$ cat config.mk
export PLATFORM = sky130hd
export DESIGN_NAME = spi2adc
export DESIGN_NICKNAME = d
export VERILOG_FILES = /design/src/rtl/spi2adc.sv
export SDC_FILE = /design/constraint.sdc
export NUM_CORES = 1
export LEC_CHECK = 0
export ABC_AREA = 1
export ABC_CLOCK_PERIOD_IN_PS = 4200
export CAP_MARGIN = 15
export CORE_MARGIN = 2
export CORE_UTILIZATION = 40
export DETAILED_ROUTE_END_ITERATION = 8
export HOLD_SLACK_MARGIN = 0.1
export PLACE_DENSITY = 0.64
export SLEW_MARGIN = 20
export SYNTH_ARGS = -nofsm -noshare
export SYNTH_HDL_FRONTEND = slang
export SYNTH_SLANG_ARGS = --single-unit
$ cat constraint.sdc
create_clock -name CLOCK_50 -period 4.2 [get_ports CLOCK_50]
set_input_delay 0.63 -clock CLOCK_50 [delete_from_list [all_inputs] [get_ports CLOCK_50]]
set_output_delay 0.63 -clock CLOCK_50 [all_outputs]
set_load 0.03 [all_outputs]
$ cat src/rtl/spi2adc.sv
// SPI initiator for an MCP3002-style ADC.
// Each accepted start runs one 16-SCK frame and returns a 10-bit sample.
module spi2adc #(
  parameter int SCK_HALF = 25
) (
  input  logic       CLOCK_50,
  input  logic       RESET_N,
  input  logic       start,
  input  logic       channel,
  input  logic       ADC_SDO,
  output logic       ADC_CS,
  output logic       ADC_SCK,
  output logic       ADC_SDI,
  output logic [9:0] data_out,
  output logic       data_valid,
  output logic       busy
);

  localparam int DW = $clog2(SCK_HALF);
  localparam logic [DW-1:0] HMAX = DW'(SCK_HALF - 1);

  typedef enum logic [1:0] {
    IDLE,
    SHIFT,
    DONE
  } state_e;

  state_e          state_q, state_d;
  logic [DW-1:0]   div_q, div_d;
  logic [3:0]      bit_q, bit_d;
  logic            sck_q, sck_d;
  logic            sdi_q, sdi_d;
  logic            ch_q, ch_d;
  logic [9:0]      sh_q, sh_d;
  logic [9:0]      dout_q, dout_d;
  logic            wrap;

  // Command: pad, start, SGL, channel, MSBF, then zeros.
  function automatic logic slot(
    input logic [3:0] idx,
    input logic       ch
  );
    logic s;
    s = 1'b0;
    unique case (1'b1)
      idx == 4'd1,
      idx == 4'd2,
      idx == 4'd4: s = 1'b1;
      idx == 4'd3: s = ch;
      default:     s = 1'b0;
    endcase
    return s;
  endfunction

  always_ff @(posedge CLOCK_50 or negedge RESET_N) begin
    if (!RESET_N) begin
      state_q <= IDLE;
      div_q   <= '0;
      bit_q   <= '0;
      sck_q   <= 1'b0;
      sdi_q   <= 1'b0;
      ch_q    <= 1'b0;
      sh_q    <= '0;
      dout_q  <= '0;
    end else begin
      state_q <= state_d;
      div_q   <= div_d;
      bit_q   <= bit_d;
      sck_q   <= sck_d;
      sdi_q   <= sdi_d;
      ch_q    <= ch_d;
      sh_q    <= sh_d;
      dout_q  <= dout_d;
    end
  end

  assign wrap = (div_q == HMAX);

  always_comb begin
    state_d = state_q;
    div_d   = div_q;
    bit_d   = bit_q;
    sck_d   = sck_q;
    sdi_d   = sdi_q;
    ch_d    = ch_q;
    sh_d    = sh_q;
    dout_d  = dout_q;
    unique case (state_q)
      IDLE: begin
        if (start) begin
          state_d = SHIFT;
          div_d   = '0;
          bit_d   = '0;
          sck_d   = 1'b0;
          sdi_d   = 1'b0;
          ch_d    = channel;
          sh_d    = '0;
        end
      end
      SHIFT: begin
        div_d = wrap ? '0 : div_q + 1'b1;
        if (wrap) begin
          if (!sck_q) begin
            sck_d = 1'b1;
            // Edges 0..5 carry command and null bit.
            if (bit_q >= 4'd6)
              sh_d = {sh_q[8:0], ADC_SDO};
          end else if (bit_q == 4'd15) begin
            state_d = DONE;
            sck_d   = 1'b0;
            sdi_d   = 1'b0;
            dout_d  = sh_q;
          end else begin
            sck_d = 1'b0;
            bit_d = bit_q + 4'd1;
            sdi_d = slot(bit_q + 4'd1, ch_q);
          end
        end
      end
      DONE: begin
        state_d = IDLE;
      end
      default: begin
        state_d = IDLE;
      end
    endcase
  end

  assign ADC_CS     = (state_q != SHIFT);
  assign ADC_SCK    = sck_q;
  assign ADC_SDI    = sdi_q;
  assign data_out   = dout_q;
  assign data_valid = (state_q == DONE);
  assign busy       = (state_q != IDLE);

endmodule

Word level (Yosys, flattened, before mapping)
Cells that the tools add are included.
{"block": "word_totals", "reg_bits": 34, "inputBits": 5, "output_inout_bits": 15}
{"block": "op_classes", "add_sub_neg": 2, "order_cmp": 1, "eq_ne": 16, "n_mux": 27, "n_reduce_logical": 12}
{"op": "$mux 10", "count": 4}
{"op": "$pmux 10 s2", "count": 1}
{"op": "$mux 4", "count": 4}
{"op": "$ne 2x2->1 const B", "count": 7}
{"op": "$reduce_and 4->1", "count": 3}
{"op": "$mux 5", "count": 2}
{"op": "$pmux 5 s2", "count": 1}
{"op": "$reduce_and 5->1", "count": 2}
{"op": "$eq 4x2->1 const B", "count": 2}
{"op": "$mux 2", "count": 4}
{"op": "$pmux 4 s2", "count": 1}
{"op": "$mux 1", "count": 6}
{"op": "$pmux 1 s2", "count": 3}
{"op": "$add 5x1->5 const B", "count": 1}
{"op": "$eq 5x5->1 const B", "count": 1}
{"op": "$add 4x1->4 const B", "count": 1}
{"op": "$eq 4x1->1 const B", "count": 1}
{"op": "$eq 4x3->1 const B", "count": 1}
{"op": "$eq 4x4->1 const B", "count": 1}
{"op": "$ge 4x3->1 const B", "count": 1}
{"op": "$pmux 2 s2", "count": 1}
{"op": "$reduce_and 2->1", "count": 2}
{"op": "$reduce_bool 2->1", "count": 2}
{"op": "$reduce_and 3->1", "count": 1}
{"op": "5 further kinds", "count": 5}

Longest topological paths before layout
{"block": "depth", "depth_word": 8, "depth_mapped": 10, "depth_no_buf": 10}

Least setup slack after synthesis
OpenSTA, ideal clock, no wires.
{"block": "synth_timing", "path_kind": "flip-flop to output port", "start": "register state_q[1]", "end": "output ADC_CS", "arrival_time_ns": 0.850, "required_time_ns": 3.570, "setup_slack_ns": 2.720, "stages_incl_launch_ff": 4, "path_buffers": 1, "path_cell_list": "dfrtp_1 > inv_2 > nand2_2 > buf_2"}
{"block": "synth_between", "elab_chain_cells": 1}
{"element": "start: declaration", "line": "28", "text": "state_e state_q, state_d;"}
{"element": "start signal: assignment", "line": "66", "text": "state_q <= state_d;"}
{"element": "$ne 2x1->1", "line": "129", "text": "assign ADC_CS = (state_q != SHIFT);"}
{"element": "end: declaration", "line": "11", "text": "output logic ADC_CS,"}
Every way passes these cells.

Worst setup path in the final report
Ends and elaborated chain as after synthesis.

==> results.cfg <==
[power_and_ir_drop]
switchingPower_w = 0.000469
combinationalPowerShare_pct = 36.6
p_clk_share_pct = 24.1
intPower_w = 0.000738
leakage_nw = 1.03
switching_share_pct = 38.9
p_seq_share_pct = 39.3
powerDensity_mw_per_mm2 = 576
vdd_drop_max_mv = 0.269

[timing]
fmax_ghz = 0.415
fin_crit_sh_pct = 57.4
setup_tns_ps = 0
drv_slew = 0
setup_viol = 0
tightest_slew_ps = 529
rsz0062_at_grt = false
fin_skew_ps = 4.09
period_needed_ps = 2410
final_hold_viol_count = 0
relSlewSlack_pct = 64.6

[detailed_routing]
wl_um = 3160
drc = 0
wl_per_cell_um = 10.9
drt_iter0_markers = 49
antenna_left = 0
dr.pass1.iters = 4
routed-via-count = 1321
viasPerCell = 4.56

[setup_path]
path_class = reg2out
crit_path_end_kind = output port
cp_max_fo = 16
cp_cell_sequence = inv_2, nand2_2, clkdlybuf4s50_1
worst_path_max_delay_cell = clkdlybuf4s50_1
required_ps = 3570
cp.arrival_ps = 1780
max_stage_delay_ps = 740
critPathLaunchType = flop

[clock_tree]
cts_resized = 0
cts_inserted_buffers = 5
cts_root_buf = clkbuf_8
htreeDepth = 2
hold_buffers = 0
post_cts_buffers = 0
cts.clk_slew.worst_paths_ps = 70
clkSinkCount = 34
clk_path_buf_depth = 2
clk-insertion-delay-late_ps = 280
tritoncts = done

[global_route]
grt_pass1_vias = 1198
grt_most_used_layer = met2
grt_max_degree = 35
antenna_found_initial = 0
use_met1_pct = 20.0
grt_pass1_wl_um = 5510
met3_usage_pct = 3.03
grt_usage_pct = 14.1
grt_overflow = 0
use_met2_pct = 20.7

[die]
core_area_mm2 = 0.00429
die_w_um = 70.2
die_y_um = 70.2
die_area_mm2 = 0.00492
initial_utilization_pct = 40.8
rows = 24
io_pins = 20

[logic_synthesis]
synth_area_leaders = dfrtp_1, nand2_1, inv_1, o21ai_2, ha_1
netlist_area_mm2 = 0.00175
synth_area_leader_cell = dfrtp_1
yosys_warnings = 0
synthCells = 213
syn_area_per_cell_um2 = 8.22
ys_types = 26
yosys.area.top_type_share_pct = 48.6
synth_nets = 224
synth.yosys.seq_area_share_pct = 48.6
ys_seq_elements = 34

[flow_run]
drv_cap = 0

[status]
outcome = complete, no violations

[cells_and_area]
seqCellArea_um2 = 851
fin_nets = 248
multi_input_area_um2 = 754
synthToLayoutAreaGrowth_pct = 19.5
num-fill-cells = 410
final_core_utilization_pct = 48.7
drive_gt1_share_pct = 13.4
antenna_cells = 0

[place]
dp_hpwl_um = 2230
gp_congestion = 0.838
io_buffers = 19

[hold_path]
hold_class = reg2reg
==> final cells by class <==
| cell class | count | share of cell area, % |
|---|---|---|
| multi-input combinational | 145 | 36.0 |
| timing repair buffer | 20 | 9.44 |
| inverter | 31 | 5.68 |
| tap | 52 | 3.11 |
| sequential | 34 | 40.6 |
| clock inverter | 1 | 1.43 |
| clock buffer | 7 | 3.65 |
==> final timing paths <==
check	endpoint	cells after the start	slack, ps	start
setup / recovery	ADC_CS	3	1790	state_q[1]
hold / removal	sh_q[3]	2	470	sh_q[3]
setup reg to reg	data_out[7]	8	2360	bit_q[1]
hold reg to reg	sh_q[3]	2	470	sh_q[3]
max in group asynchronous	data_out[2]	2	3150	RESET_N
min in group asynchronous	ch_q	2	750	RESET_N
==> cell usage in the layout (no fill, tap or decap), types with 2 or more instances in the layout <==
cell,Yosys,final
nand2_1,75,75
nand3_1,11,11
o21ai_2,10,10
dfrtp_1,34,34
nand2_2,3,3
nor2_4,2,2
inv_2,2,2
nand3_2,2,2
clkbuf_8,0,5
nor2_1,17,17
a21oi_1,3,3
o22ai_1,2,2
clkbuf_1,0,2
inv_1,28,28
o21ai_0,5,5
clkdlybuf4s50_1,0,19
ha_1,6,6
==> flip-flops by register name, summed over array words and instances (netlist names) <==
name      count
ADC_SCK       1
sh_q         10
ADC_SDI       1
state_q       2
ch_q          1
data_out     10
bit_q         4
div_q         5
==> power groups by stage <==
stage          combinational (W)  clock [W]  sequential [W]
2_1_floorplan           0.000320          0        0.000481
3_3_place_gp            0.000438          0        0.000476
3_5_place_dp            0.000447          0        0.000479
4_1_cts                 0.000449   0.000299        0.000475
5_1_grt                 0.000503   0.000316        0.000485
6_report                0.000442   0.000290        0.000475
==> metal layers <==
layer | part of all wire (%) | up-vias
li1 | - | 698
met1 | 50 | 599
met2 | 45 | 19
met3 | 2.8 | 5
met4 | 1.6 | 0
met5 | 0 | -
==> through the flow <==
step	total power, W	setup WS, ps	std cells	area [um^2]	hold slack (ps)
2_1_floorplan	0.000802	2720	213	1750	334
3_3_place_gp	0.000914	2110	282	1990	454
3_5_place_dp	0.000926	2090	282	1990	458
4_1_cts	0.00122	1780	290	2090	476
5_1_grt	0.00130	1740	290	2090	505
6_report	0.00121	1790	290	2090	473
==> synth_stat cells <==
cell type,instances
nand3b_2,1
xor2_1,1
nand2_2,3
buf_2,1
nor2_2,1
dfrtp_1,34
nand3_2,2
a21oi_2,1
a21oi_1,3
nand3_1,11
o22ai_1,2
nor2_4,2
nand2_4,1
o21ai_0,5
nor3_1,1
inv_4,1
o21ai_2,10
nand2_1,75
inv_2,2
ha_1,6
nand4_1,1
nor2_1,17
buf_6,2
mux2_2,1
xnor2_1,1
inv_1,28
==> worst max-delay path, delay by kind of cell (launching register included) <==
family	cells	cell delay, ps
buffers and inverters	2	810
flip-flops	1	390
AND/OR/NAND/NOR	1	290
==> cell families (layout without fill, tap and decap cells) <==
| family | after synthesis | count (layout) | synth area share, % |
|---|---|---|---|
| compound gates | 21 | 21 | 8.50 |
| xor+xnor | 2 | 2 | 1.00 |
| fa+ha+maj | 6 | 6 | 4.29 |
| buf+inv | 34 | 59 | 8.36 |
| flops | 34 | 34 | 48.6 |
| mux | 1 | 1 | 0.643 |
| simple gates | 115 | 115 | 28.6 |
Power figures use the tool's default switching activity.
